$ cat src/rtl/mp_icache_pkg.sv
// Shared types for the cluster icache flush sequencer.
package mp_icache_pkg;

  typedef enum logic [2:0] {
    ST_IDLE           = 3'd0,
    ST_FLUSH          = 3'd1,
    ST_FLUSH_WAIT_LOW = 3'd2,
    ST_SEL_FLUSH      = 3'd3,
    ST_SEL_WAIT_LOW   = 3'd4
  } flush_seq_state_e;

endpackage

$ cat src/rtl/mp_icache_flush_seq_if.sv
// Control-unit and bank-side signals of the icache flush sequencer.
interface mp_icache_flush_seq_if #(
  parameter int unsigned NB_BANKS   = 4,
  parameter int unsigned ADDR_WIDTH = 32
);

  logic                  bypass_req_i;
  logic [NB_BANKS:0]     bypass_ack_o;
  logic                  refill_pending_i;
  logic                  flush_req_i;
  logic                  flush_ack_o;
  logic                  sel_flush_req_i;
  logic [ADDR_WIDTH-1:0] sel_flush_addr_i;
  logic                  sel_flush_ack_o;
  logic [NB_BANKS-1:0]   bank_bypass_req_o;
  logic [NB_BANKS-1:0]   bank_bypass_ack_i;
  logic [NB_BANKS-1:0]   bank_flush_req_o;
  logic [NB_BANKS-1:0]   bank_flush_ack_i;
  logic [NB_BANKS-1:0]   bank_sel_flush_req_o;
  logic [ADDR_WIDTH-1:0] bank_sel_flush_addr_o;
  logic [NB_BANKS-1:0]   bank_sel_flush_ack_i;

  // Control unit plus banks driving the sequencer.
  modport master (
    output bypass_req_i, refill_pending_i, flush_req_i, sel_flush_req_i, sel_flush_addr_i,
           bank_bypass_ack_i, bank_flush_ack_i, bank_sel_flush_ack_i,
    input  bypass_ack_o, flush_ack_o, sel_flush_ack_o, bank_bypass_req_o,
           bank_flush_req_o, bank_sel_flush_req_o, bank_sel_flush_addr_o
  );

  // The sequencer itself.
  modport slave (
    input  bypass_req_i, refill_pending_i, flush_req_i, sel_flush_req_i, sel_flush_addr_i,
           bank_bypass_ack_i, bank_flush_ack_i, bank_sel_flush_ack_i,
    output bypass_ack_o, flush_ack_o, sel_flush_ack_o, bank_bypass_req_o,
           bank_flush_req_o, bank_sel_flush_req_o, bank_sel_flush_addr_o
  );

endinterface

$ cat src/rtl/mp_icache_bank_hs.sv
// Per-bank request/ack handshake with a sticky done flag cleared on start.
module mp_icache_bank_hs (
  input  logic clk_i,
  input  logic rst_i,
  input  logic start_i,
  input  logic ack_i,
  output logic req_o,
  output logic done_o
);

  logic r_req;
  logic r_done;

  always_ff @(posedge clk_i or posedge rst_i) begin
    if (rst_i) begin
      r_req  <= 1'b0;
      r_done <= 1'b0;
    end else if (start_i) begin
      r_req  <= 1'b1;
      r_done <= 1'b0;
    end else if (ack_i && r_req) begin
      r_req  <= 1'b0;
      r_done <= 1'b1;
    end
  end

  assign req_o  = r_req;
  assign done_o = r_done;

endmodule

$ cat src/rtl/mp_icache_flush_seq.sv
// Broadcasts bypass/flush/selective-flush to all icache banks and aggregates their acks.
module mp_icache_flush_seq
  import mp_icache_pkg::*;
#(
  parameter int unsigned NB_BANKS   = 4,
  parameter int unsigned ADDR_WIDTH = 32
) (
  input  logic                 clk_i,
  input  logic                 rst_i,
  mp_icache_flush_seq_if.slave bus
);

  flush_seq_state_e r_state, w_state_nxt;

  logic                  w_start;
  logic                  w_latch_addr;
  logic                  w_flush_ack_nxt;
  logic                  w_sel_ack_nxt;
  logic [NB_BANKS-1:0]   w_req;
  logic [NB_BANKS-1:0]   w_done;
  logic [NB_BANKS-1:0]   w_ack_src;
  logic [NB_BANKS-1:0]   w_done_nxt;

  logic                  r_is_sel;
  logic                  r_flush_ack;
  logic                  r_sel_ack;
  logic [ADDR_WIDTH-1:0] r_sel_addr;
  logic                  r_bypass_q;
  logic [NB_BANKS-1:0]   r_bank_bypass_req;
  logic [NB_BANKS:0]     r_bypass_ack;

  // One handshake per bank, shared by full and selective flush.
  for (genvar g = 0; g < NB_BANKS; g++) begin : g_bank
    mp_icache_bank_hs u_hs (
      .clk_i   (clk_i),
      .rst_i   (rst_i),
      .start_i (w_start),
      .ack_i   (w_ack_src[g]),
      .req_o   (w_req[g]),
      .done_o  (w_done[g])
    );
  end

  always_comb begin
    w_ack_src = '0;
    case (r_state)
      ST_FLUSH:     w_ack_src = bus.bank_flush_ack_i;
      ST_SEL_FLUSH: w_ack_src = bus.bank_sel_flush_ack_i;
      default:      w_ack_src = '0;
    endcase
  end

  // Completion is judged on next-cycle done so the last ack is answered one cycle later.
  assign w_done_nxt = w_done | (w_ack_src & w_req);

  always_comb begin
    w_state_nxt     = r_state;
    w_start         = 1'b0;
    w_latch_addr    = 1'b0;
    w_flush_ack_nxt = 1'b0;
    w_sel_ack_nxt   = 1'b0;
    case (r_state)
      ST_IDLE: begin
        if (bus.flush_req_i) begin
          w_state_nxt = ST_FLUSH;
          w_start     = 1'b1;
        end else if (bus.sel_flush_req_i) begin
          w_state_nxt  = ST_SEL_FLUSH;
          w_start      = 1'b1;
          w_latch_addr = 1'b1;
        end
      end
      ST_FLUSH: begin
        if (&w_done_nxt) begin
          w_flush_ack_nxt = 1'b1;
          w_state_nxt     = ST_FLUSH_WAIT_LOW;
        end
      end
      ST_FLUSH_WAIT_LOW: begin
        if (!bus.flush_req_i) w_state_nxt = ST_IDLE;
      end
      ST_SEL_FLUSH: begin
        if (&w_done_nxt) begin
          w_sel_ack_nxt = 1'b1;
          w_state_nxt   = ST_SEL_WAIT_LOW;
        end
      end
      ST_SEL_WAIT_LOW: begin
        if (!bus.sel_flush_req_i) w_state_nxt = ST_IDLE;
      end
      default: w_state_nxt = ST_IDLE;
    endcase
  end

  always_ff @(posedge clk_i or posedge rst_i) begin
    if (rst_i) begin
      r_state     <= ST_IDLE;
      r_is_sel    <= 1'b0;
      r_flush_ack <= 1'b0;
      r_sel_ack   <= 1'b0;
      r_sel_addr  <= '0;
    end else begin
      r_state     <= w_state_nxt;
      r_flush_ack <= w_flush_ack_nxt;
      r_sel_ack   <= w_sel_ack_nxt;
      if (w_start) r_is_sel <= w_latch_addr;
      if (w_latch_addr) r_sel_addr <= bus.sel_flush_addr_i;
    end
  end

  always_ff @(posedge clk_i or posedge rst_i) begin
    if (rst_i) begin
      r_bypass_q        <= 1'b0;
      r_bank_bypass_req <= '0;
      r_bypass_ack      <= '0;
    end else begin
      r_bypass_q        <= bus.bypass_req_i;
      r_bank_bypass_req <= {NB_BANKS{bus.bypass_req_i}};
      r_bypass_ack      <= {r_bypass_q & ~bus.refill_pending_i, bus.bank_bypass_ack_i};
    end
  end

  assign bus.bank_bypass_req_o     = r_bank_bypass_req;
  assign bus.bypass_ack_o          = r_bypass_ack;
  assign bus.bank_flush_req_o      = r_is_sel ? '0 : w_req;
  assign bus.bank_sel_flush_req_o  = r_is_sel ? w_req : '0;
  assign bus.bank_sel_flush_addr_o = r_sel_addr;
  assign bus.flush_ack_o           = r_flush_ack;
  assign bus.sel_flush_ack_o       = r_sel_ack;

endmodule

$ cat src/flat_wrapper.sv
// flat-port wrapper written by rule: the top's interface ports become plain ports
module mp_icache_flush_seq_flat import mp_icache_pkg::*;
#(
  parameter int unsigned NB_BANKS   = 4,
  parameter int unsigned ADDR_WIDTH = 32
)
  (clk_i, rst_i, bus_bypass_req_i, bus_refill_pending_i, bus_flush_req_i, bus_sel_flush_req_i, bus_sel_flush_addr_i, bus_bank_bypass_ack_i, bus_bank_flush_ack_i, bus_bank_sel_flush_ack_i, bus_bypass_ack_o, bus_flush_ack_o, bus_sel_flush_ack_o, bus_bank_bypass_req_o, bus_bank_flush_req_o, bus_bank_sel_flush_req_o, bus_bank_sel_flush_addr_o);
  mp_icache_flush_seq_if #(.NB_BANKS(NB_BANKS), .ADDR_WIDTH(ADDR_WIDTH)) bus_i ();
  input  logic clk_i;
  input  logic rst_i;
  input wire logic [$bits(bus_i.bypass_req_i)-1:0] bus_bypass_req_i;
  input wire logic [$bits(bus_i.refill_pending_i)-1:0] bus_refill_pending_i;
  input wire logic [$bits(bus_i.flush_req_i)-1:0] bus_flush_req_i;
  input wire logic [$bits(bus_i.sel_flush_req_i)-1:0] bus_sel_flush_req_i;
  input wire logic [$bits(bus_i.sel_flush_addr_i)-1:0] bus_sel_flush_addr_i;
  input wire logic [$bits(bus_i.bank_bypass_ack_i)-1:0] bus_bank_bypass_ack_i;
  input wire logic [$bits(bus_i.bank_flush_ack_i)-1:0] bus_bank_flush_ack_i;
  input wire logic [$bits(bus_i.bank_sel_flush_ack_i)-1:0] bus_bank_sel_flush_ack_i;
  output wire logic [$bits(bus_i.bypass_ack_o)-1:0] bus_bypass_ack_o;
  output wire logic [$bits(bus_i.flush_ack_o)-1:0] bus_flush_ack_o;
  output wire logic [$bits(bus_i.sel_flush_ack_o)-1:0] bus_sel_flush_ack_o;
  output wire logic [$bits(bus_i.bank_bypass_req_o)-1:0] bus_bank_bypass_req_o;
  output wire logic [$bits(bus_i.bank_flush_req_o)-1:0] bus_bank_flush_req_o;
  output wire logic [$bits(bus_i.bank_sel_flush_req_o)-1:0] bus_bank_sel_flush_req_o;
  output wire logic [$bits(bus_i.bank_sel_flush_addr_o)-1:0] bus_bank_sel_flush_addr_o;
  assign bus_i.bypass_req_i = bus_bypass_req_i;
  assign bus_i.refill_pending_i = bus_refill_pending_i;
  assign bus_i.flush_req_i = bus_flush_req_i;
  assign bus_i.sel_flush_req_i = bus_sel_flush_req_i;
  assign bus_i.sel_flush_addr_i = bus_sel_flush_addr_i;
  assign bus_i.bank_bypass_ack_i = bus_bank_bypass_ack_i;
  assign bus_i.bank_flush_ack_i = bus_bank_flush_ack_i;
  assign bus_i.bank_sel_flush_ack_i = bus_bank_sel_flush_ack_i;
  assign bus_bypass_ack_o = bus_i.bypass_ack_o;
  assign bus_flush_ack_o = bus_i.flush_ack_o;
  assign bus_sel_flush_ack_o = bus_i.sel_flush_ack_o;
  assign bus_bank_bypass_req_o = bus_i.bank_bypass_req_o;
  assign bus_bank_flush_req_o = bus_i.bank_flush_req_o;
  assign bus_bank_sel_flush_req_o = bus_i.bank_sel_flush_req_o;
  assign bus_bank_sel_flush_addr_o = bus_i.bank_sel_flush_addr_o;
  mp_icache_flush_seq #(.NB_BANKS(NB_BANKS), .ADDR_WIDTH(ADDR_WIDTH)) u_core (.clk_i(clk_i), .rst_i(rst_i), .bus(bus_i));
endmodule
$ cat config.mk
export PLATFORM = sky130hd
export DESIGN_NAME = mp_icache_flush_seq_flat
export DESIGN_NICKNAME = d
export VERILOG_FILES = /design/src/rtl/mp_icache_pkg.sv /design/src/rtl/mp_icache_flush_seq_if.sv /design/src/rtl/mp_icache_bank_hs.sv /design/src/rtl/mp_icache_flush_seq.sv /design/src/flat_wrapper.sv
export SDC_FILE = /design/constraint.sdc
export NUM_CORES = 1
export LEC_CHECK = 0
export CAP_MARGIN = 20
export CORE_ASPECT_RATIO = 1.1
export CORE_MARGIN = 2
export CORE_UTILIZATION = 41
export DETAILED_ROUTE_END_ITERATION = 8
export GPL_ROUTABILITY_DRIVEN = 1
export GPL_TIMING_DRIVEN = 0
export PLACE_DENSITY_LB_ADDON = 0.1
export SETUP_SLACK_MARGIN = 0.1
export SLEW_MARGIN = 20
export SYNTH_ARGS = -nofsm -noshare
export SYNTH_HDL_FRONTEND = slang
export SYNTH_SLANG_ARGS = --single-unit
$ cat constraint.sdc
create_clock -name clk_i -period 2.3 [get_ports clk_i]
set_input_delay 0.46 -clock clk_i [delete_from_list [all_inputs] [get_ports clk_i]]
set_output_delay 0.46 -clock clk_i [all_outputs]
set_load 0.05 [all_outputs]
## Yosys cells after proc, flatten, opt, wreduce, memory -nomap -nowiden

Index checks and enable logic that the tools add are counted.

- Shift-type cells: 0
- Reduce and logical (&&, ||, !) cells: 11
- Order comparisons: 0
- Mux-type cells: 34
- Add/sub/neg operators: 0
- Equal/unequal tests: 9
- $mul: 0
- Bitwise logic cells: 4
- Div/mod/pow operators: 0

Operator list:

| cell | count |
|---|---|
| $mux W1 | 24 |
| $mux W3 | 6 |
| $pmux W3 S5 | 1 |
| $mux W4 | 2 |
| $pmux W4 S2 | 1 |
| $reduce_bool A2 Y1 | 4 |
| $eq A3 B2 Y1 const B | 2 |
| $reduce_and A5 Y1 | 1 |
| $and A4 B4 Y4 | 1 |
| $logic_and A1 B1 Y1 | 4 |
| $ne A2 B1 Y1 const B | 2 |
| $ne A2 B2 Y1 const B | 2 |
| $or A4 B4 Y4 | 1 |
| $reduce_and A4 Y1 | 1 |
| $eq A3 B1 Y1 const B | 1 |
| $eq A3 B3 Y1 const B | 1 |
| $logic_not A3 Y1 | 1 |
| $ne A3 B3 Y1 const B | 1 |
| $and A1 B1 Y1 | 1 |
| $not A1 Y1 | 1 |

- Bits in writable memories: 0
- ROM bits: 0
- Bits in latches: 0
- Output and inout bits: 51
- Register bits: 53
- Word-level logic and storage cells: 74
- Memories kept: 0
- Input bits: 50

## Longest topological paths before layout

Gate-level depths: netlist of the first run.

- Depth after elaboration: 7
- Gate-level depth with buffers: 6
- Gate-level depth less buffers: 4

## By module

Synthesis of the first run repeated with hierarchy kept, for this count alone.

- Cell total of the unflattened synthesis: 168
- Area, all modules: 2185.8 µm²

By module, submodules not included:

| module | area each (µm²) | instances | cells each | sequential area each (µm²) |
|---|---|---|---|---|
| mp_icache_flush_seq | 1890.6 | 1 | 140 | 1101.1 |
| mp_icache_bank_hs | 73.8 | 4 | 7 | 50.0 |

## Least setup slack after synthesis of the first run

OpenSTA, ideal clock, no wires.

- Path kind: input to register
- Start point: input bus_flush_req_i
- End point: register u_core.r_sel_addr[12], in the netlist u_core.bus.bank_sel_flush_addr_o[12]
- Setup slack: 475 ps
- Path buffers: 2
- Arrival time: 1700 ps
- Cell stages on the path: 5
- Required time: 2175 ps
- Library setup time: 125 ps
- Cells stage by stage: or3b_1 or3_1 buf_6 buf_6 mux2_4

- Cells in the longest elaborated chain, start to end: 2

RTL lines:

| element | line | text |
|---|---|---|
| from (decl) | flat_wrapper.sv:13 | `input wire logic [$bits(bus_i.flush_req_i)-1:0] bus_flush_req_i;` |
| $mux W1 | mp_icache_flush_seq.sv:64 | `if (bus.flush_req_i) begin` |
| $mux W1 | mp_icache_flush_seq.sv:62 | `case (r_state)` |
| to (signal assigned) | mp_icache_flush_seq.sv:107 | `if (w_latch_addr) r_sel_addr <= bus.sel_flush_addr_i;` |
| to (decl) | mp_icache_flush_seq.sv:27 | `logic [ADDR_WIDTH-1:0] r_sel_addr;` |

No other way between the ends.
A chain may end at the register's enable or synchronous reset.

==> flow_metrics.tcl, run 1 <==
set metrics [dict create \
    stdcell_area_um2 3450 \
    ctsHoldBuffers 0 \
    slew_viol_final 0 \
    ant_nets 0 \
    setup.worst_path.class "reg -> out" \
    grt_overflow_total 0 \
    instances_no_fill 330 \
    synthDistinctLibCells 26 \
    cts_tree "done" \
    antenna_found_initial 0 \
    holdWs_ns 0.5107 \
    clock.fmax_ghz 0.4778 \
    drtIter0Drc 42 \
    diodes 0 \
    gp_congestion 0.7057 \
    rows 28 \
    start_kind "flop" \
    powerDensity_nw_per_um2 1480 \
    rsz0062_at_grt "false" \
    syn_area_per_cell_um2 15.09 \
    power.leakage_nw 1.675 \
    dr_total_vias 1538 \
    min_period_over_period_pct 91.00 \
    htree_levels 2 \
    core_area_um2 5290 \
    yosysTopAreaCell "dfrtp_1" \
    relSlewSlack_pct 46.62 \
    drt_pass1_iterations 4 \
    vias_per_cell 4.661 \
    clk_pin_slew_ns 0.09 \
    slowest_stage "clkdlybuf4s50_1" \
    finalHoldViolations 0 \
    syn_to_final_growth_pct 56.56 \
    status "finished clean" \
    grt_max_degree 30 \
    ys_warn_count 0 \
    dieArea_um2 5977 \
    cts.path.max_buffers 2 \
    synthCells 146 \
    worstMarginPinSlew_ns 0.7940 \
    dp_hpwl_mm 3.527 \
    end_kind "output pin" \
    finalSetupViolations 0 \
    clkSinkCount 52 \
    ios 101 \
    hp-class "reg -> reg" \
    clk_latency_ns 0.30 \
    worstPathCellList "buf_4 > clkdlybuf4s50_1" \
    synth-seq-cells 52 \
    wl_mm 4.701 \
    place_ws_ns -0.1051 \
    ctsRootBufferMaster "clkbuf_8" \
    first_global_vias 1525 \
    syn-cell-area_um2 2203 \
    finish.utilization_pct 65.21 \
    dpl-instance-area_um2 3318 \
    cts-buffers-inserted 5 \
    final_nets 304 \
    ys_seq_area_share_pct 59.06 \
    die-height_um 80.89 \
    floorplan.initialDensity_pct 41.65 \
    finalSetupTns_ns 0 \
    placed_cells 322 \
    dieWidth_um 73.90 \
    clock_skew_ns 0.004863 \
    max_stage_delay_ns 0.79 \
    track_usage_pct 16.15 \
    fin_ws_ns 0.2070 \
    fin_crit_ns 2.093 \
    synth_top_cell_area_share_pct 59.06 \
    cts_setup_buffers 0 \
    portBuffers 100 \
    crit_arrival_ns 1.63 \
    maxCapViolations 0 \
    remaining_drc_errors 0 \
    synth_area_leaders "dfrtp_1, mux2_4, mux2_2" \
    drive_above_1_share_pct 23.14 \
    grt_pass1_wl_mm 7.376 \
    finalPower_mw 5.106 \
    crit_fanout 5 \
    ir_drop_v 0.0006988 \
    wire_per_inst_um 14.25 \
    syn_nets 196 \
    required_ns 1.84 \
]
-- layout make-up --
cell class	instances	area (um^2)
fillers	422	1841
flip-flops and latches	52	1301
repair buffers	101	1026
multi-input cells	81	802.0
clock buffers	7	96.34
well taps	75	93.84
plain buffers	11	92.59
clock inverters	1	30.03
inverters	2	7.507
-- report_power, final --
part           switching (mW)  internal (mW)  total (mW)
clock network           0.282          0.384       0.666
logic                    1.72           1.20        2.93
registers               0.218           1.30        1.51
total                    2.22           2.88        5.11
-- metal layers --
metal / up-vias / GRT usage, % / part of all wire [%]
met5: - / 0 / 0
met4: 0 / 3.818 / 0.77
met3: 4 / 4.715 / 6.9
met2: 60 / 27.95 / 51
met1: 752 / 19.79 / 41
li1: 722 / - / -
-- timing repair --
action                                  4_1_cts  5_1_grt
endpoints found under the setup margin        4        4
pin swaps                                     0        0
gates resized for setup                       4        4
-- worst paths after layout --
kind,from,endpoint,slack (ns),cells after the start
setup / recovery,u_core.r_bypass_q,bus_bank_bypass_req_o[2],0.21,2
hold / removal,u_core.bus.bank_sel_flush_addr_o[13],u_core.bus.bank_sel_flush_addr_o[13],0.51,1
setup reg to reg,u_core.r_state[1],u_core.bus.bank_sel_flush_addr_o[15],0.38,5
hold reg to reg,u_core.bus.bank_sel_flush_addr_o[13],u_core.bus.bank_sel_flush_addr_o[13],0.51,1
max in group asynchronous,rst_i,u_core.g_bank[2].u_hs.done_o,1.24,3
min in group asynchronous,rst_i,u_core.bus.bank_sel_flush_addr_o[10],0.53,2
-- critical path: cells and delay by family (launching register included) --
kind,cells,cell delay [ns]
buf+inv,2,0.92
flops,1,0.41
-- kinds of logic after synthesis --
| family | count (synthesis) | synth area share [%] |
|---|---|---|
| DFF | 52 | 59.06 |
| and+or+nand+nor | 29 | 7.893 |
| AOI/OAI and AO/OA | 16 | 5.168 |
| muxes | 36 | 23.34 |
| buffers and inverters | 13 | 4.543 |
-- synth_stat cells --
cell type / instances
buf_2: 2
or3b_1: 1
inv_1: 2
mux2_2: 7
buf_4: 5
a31oi_1: 4
nor4bb_1: 1
or3_1: 2
buf_6: 4
nor4_1: 1
a211oi_1: 1
o41a_1: 1
dfrtp_1: 52
nand2_1: 4
and3_1: 1
nor4_2: 1
nor2_1: 5
and3b_1: 1
o21ai_0: 1
nor2b_1: 7
a21oi_1: 2
a31o_2: 1
o41ai_1: 1
mux2_4: 29
a21o_1: 5
and2_1: 5
-- registers in the layout (all words and copies together) (netlist names) --
| signal | count |
|---|---|
| u_core.g_bank.u_hs.done_o | 4 |
| u_core.g_bank.u_hs.req_o | 4 |
| u_core.r_is_sel | 1 |
| u_core.bus.bank_sel_flush_addr_o | 32 |
| u_core.bus.bypass_ack_o | 5 |
| u_core.r_state | 3 |
| u_core.bus.flush_ack_o | 1 |
| u_core.r_bypass_q | 1 |
| u_core.bus.sel_flush_ack_o | 1 |
-- cell usage in the layout (no fill, tap or decap), drive strengths merged --
master	n
a211oi	1
a21o	5
a21oi	2
a31o	1
a31oi	4
and2	5
and3	1
and3b	1
buf	12
bufinv	1
clkbuf	7
clkdlybuf4s50	92
dfrtp	52
dlygate4sd2	4
dlymetal6s2s	4
inv	2
mux2	36
nand2	4
nor2	5
nor2b	7
nor4	2
nor4bb	1
o21ai	1
o41a	1
o41ai	1
or3	2
or3b	1
Power figures use the tool's default switching activity.
==> run 2: changes to the inputs <==
CORE_UTILIZATION = 37   (was 41)
PLACE_DENSITY = 0.76   (was not set)
PLACE_DENSITY_LB_ADDON = not set   (was 0.1)
clock period = 1.9 ns   (was 2.3 ns; I/O delays follow)
==> flow_metrics.tcl, run 2 (same netlist as run 1, synthesis figures left out) <==
set metrics [dict create \
    r2r_slack_ns 0.03 \
    drtIter0Drc 34 \
    core_area_um2 5769 \
    finalHoldViolations 0 \
    antenna_found_initial 0 \
    crit_fanout 10 \
    hp-class "in -> async" \
    required_ns 2.09 \
    first_global_vias 1580 \
    dp_hpwl_mm 3.528 \
    ant_nets 0 \
    relSlewSlack_pct 42.82 \
    finalSetupTns_ns 0 \
    wl_mm 4.885 \
    grt_max_degree 30 \
    portBuffers 100 \
    grt_overflow_total 0 \
    ctsHoldBuffers 0 \
    ctsRootBufferMaster "clkbuf_8" \
    finalSetupViolations 0 \
    final_nets 309 \
    drt_pass1_iterations 4 \
    htree_levels 2 \
    ir_drop_v 0.0007418 \
    start_kind "flop" \
    finish.utilization_pct 61.83 \
    largest_reg_flops 32 \
    cts_tree "done" \
    min_period_over_period_pct 98.66 \
    crit_arrival_ns 2.06 \
    slew_viol_final 0 \
    die-height_um 84.94 \
    fin_crit_ns 1.874 \
    grt_pass1_wl_mm 7.790 \
    clock.fmax_ghz 0.5335 \
    status "finished clean" \
    remaining_drc_errors 0 \
    ios 101 \
    final_common_cell "dfrtp_1" \
    drive_above_1_share_pct 31.15 \
    mostFrequentLayoutCells "dfrtp_1, clkdlybuf4s50_1, dlygate4sd2_1, mux2_4, clkdlybuf4s15_2" \
    diodes 0 \
    rsz0062_at_grt "true" \
    dr_total_vias 1557 \
    worstMarginPinSlew_ns 0.8506 \
    cts.path.max_buffers 2 \
    syn_to_final_growth_pct 61.90 \
    timing.rr.end "u_core.bus.bank_sel_flush_addr_o[3]" \
    track_usage_pct 15.13 \
    setup.worst_path.class "reg -> reg" \
    dieWidth_um 77.58 \
    dieArea_um2 6589 \
    clk_pin_slew_ns 0.09 \
    finalPower_mw 6.099 \
    clk_latency_ns 0.30 \
    cts-buffers-inserted 5 \
    maxCapViolations 0 \
    r2r-start "u_core.r_state[1]" \
    wire_per_inst_um 14.50 \
    rows 29 \
    floorplan.initialDensity_pct 38.19 \
    clock_skew_ns 0.002571 \
    powerDensity_nw_per_um2 1710 \
    gp_congestion 0.7461 \
    end_kind "flop" \
    ff2ff_path_depth 5 \
    clkSinkCount 52 \
    power.leakage_nw 1.770 \
    vias_per_cell 4.620 \
]
run 2: changes by cell type in the layout (fill, tap and decap cells not counted), moves of 4 or more:
cell             before  now
a31oi_1               4    0
dlymetal6s2s_1        4    0
dlygate4sd2_1         4   42
clkdlybuf4s15_2       0    8
buf_12                1    5
clkdlybuf4s50_1      92   47
run 2: power by group:
part           total (mW)  internal (mW)  switching (mW)
combinational        3.52           1.35            2.17
sequential           1.84           1.57           0.272
clock               0.735          0.391           0.344
total                6.10           3.32            2.78
run 2: critical path, cell delays in order (launching register included):
cell and delay [ns]:
dfrtp_2 0.43, or3b_4 0.38, or3_4 0.35, buf_12 0.16, buf_12 0.15, mux2_4 0.30
run 2: metrics by stage:
step	cells	setup WS (ns)	hold slack, ns	area [um^2]
floorplan	146	0.1051	0.4114	2203
global placement	323	-0.7189	0.4883	3301
detailed placement	324	-0.4256	0.4905	3321
CTS	336	-0.02025	0.4481	3485
global route	337	0.002292	0.4621	3567
finish	337	0.02552	0.4448	3567
run 2: final cells by class:
class	count	area, um^2
clock buffers	6	72.57
inverters	2	7.507
repair buffers	106	1044
well taps	77	96.34
flip-flops and latches	52	1303
multi-input cells	81	875.8
plain buffers	11	133.9
fillers	476	2202
clock inverters	2	35.03
run 2: how the worst max path moves through the flow:
stage,start,to,slack [ns]
2_1_floorplan,u_core.r_state[1],u_core.bus.bank_sel_flush_addr_o[12],0.11
3_3_place_gp,rst_i,u_core.bus.bypass_ack_o[4],-0.72
3_5_place_dp,bus_sel_flush_req_i,u_core.bus.bank_sel_flush_addr_o[16],-0.43
4_1_cts,u_core.r_state[1],u_core.bus.bank_sel_flush_addr_o[5],-0.02
5_1_grt,u_core.r_state[1],u_core.bus.bank_sel_flush_addr_o[3],0.002
6_report,u_core.r_state[1],u_core.bus.bank_sel_flush_addr_o[3],0.03
run 2: routing by layer:
layer / wire, um / part of all wire [%] / vias up / GRT usage (%)
met4: 41 / 0.84 / 0 / 3.571
met2: 2499 / 51 / 59 / 25.93
met5: 0 / 0 / - / 0
met3: 286 / 5.9 / 5 / 4.574
met1: 2057 / 42 / 761 / 18.83
li1: - / - / 732 / -
run 2: timing repair:
action,CTS,global route
setup buffers,3,1
endpoints found under the setup margin,86,45
pin swaps,2,1
cloned,1,0
gates resized for setup,83,17
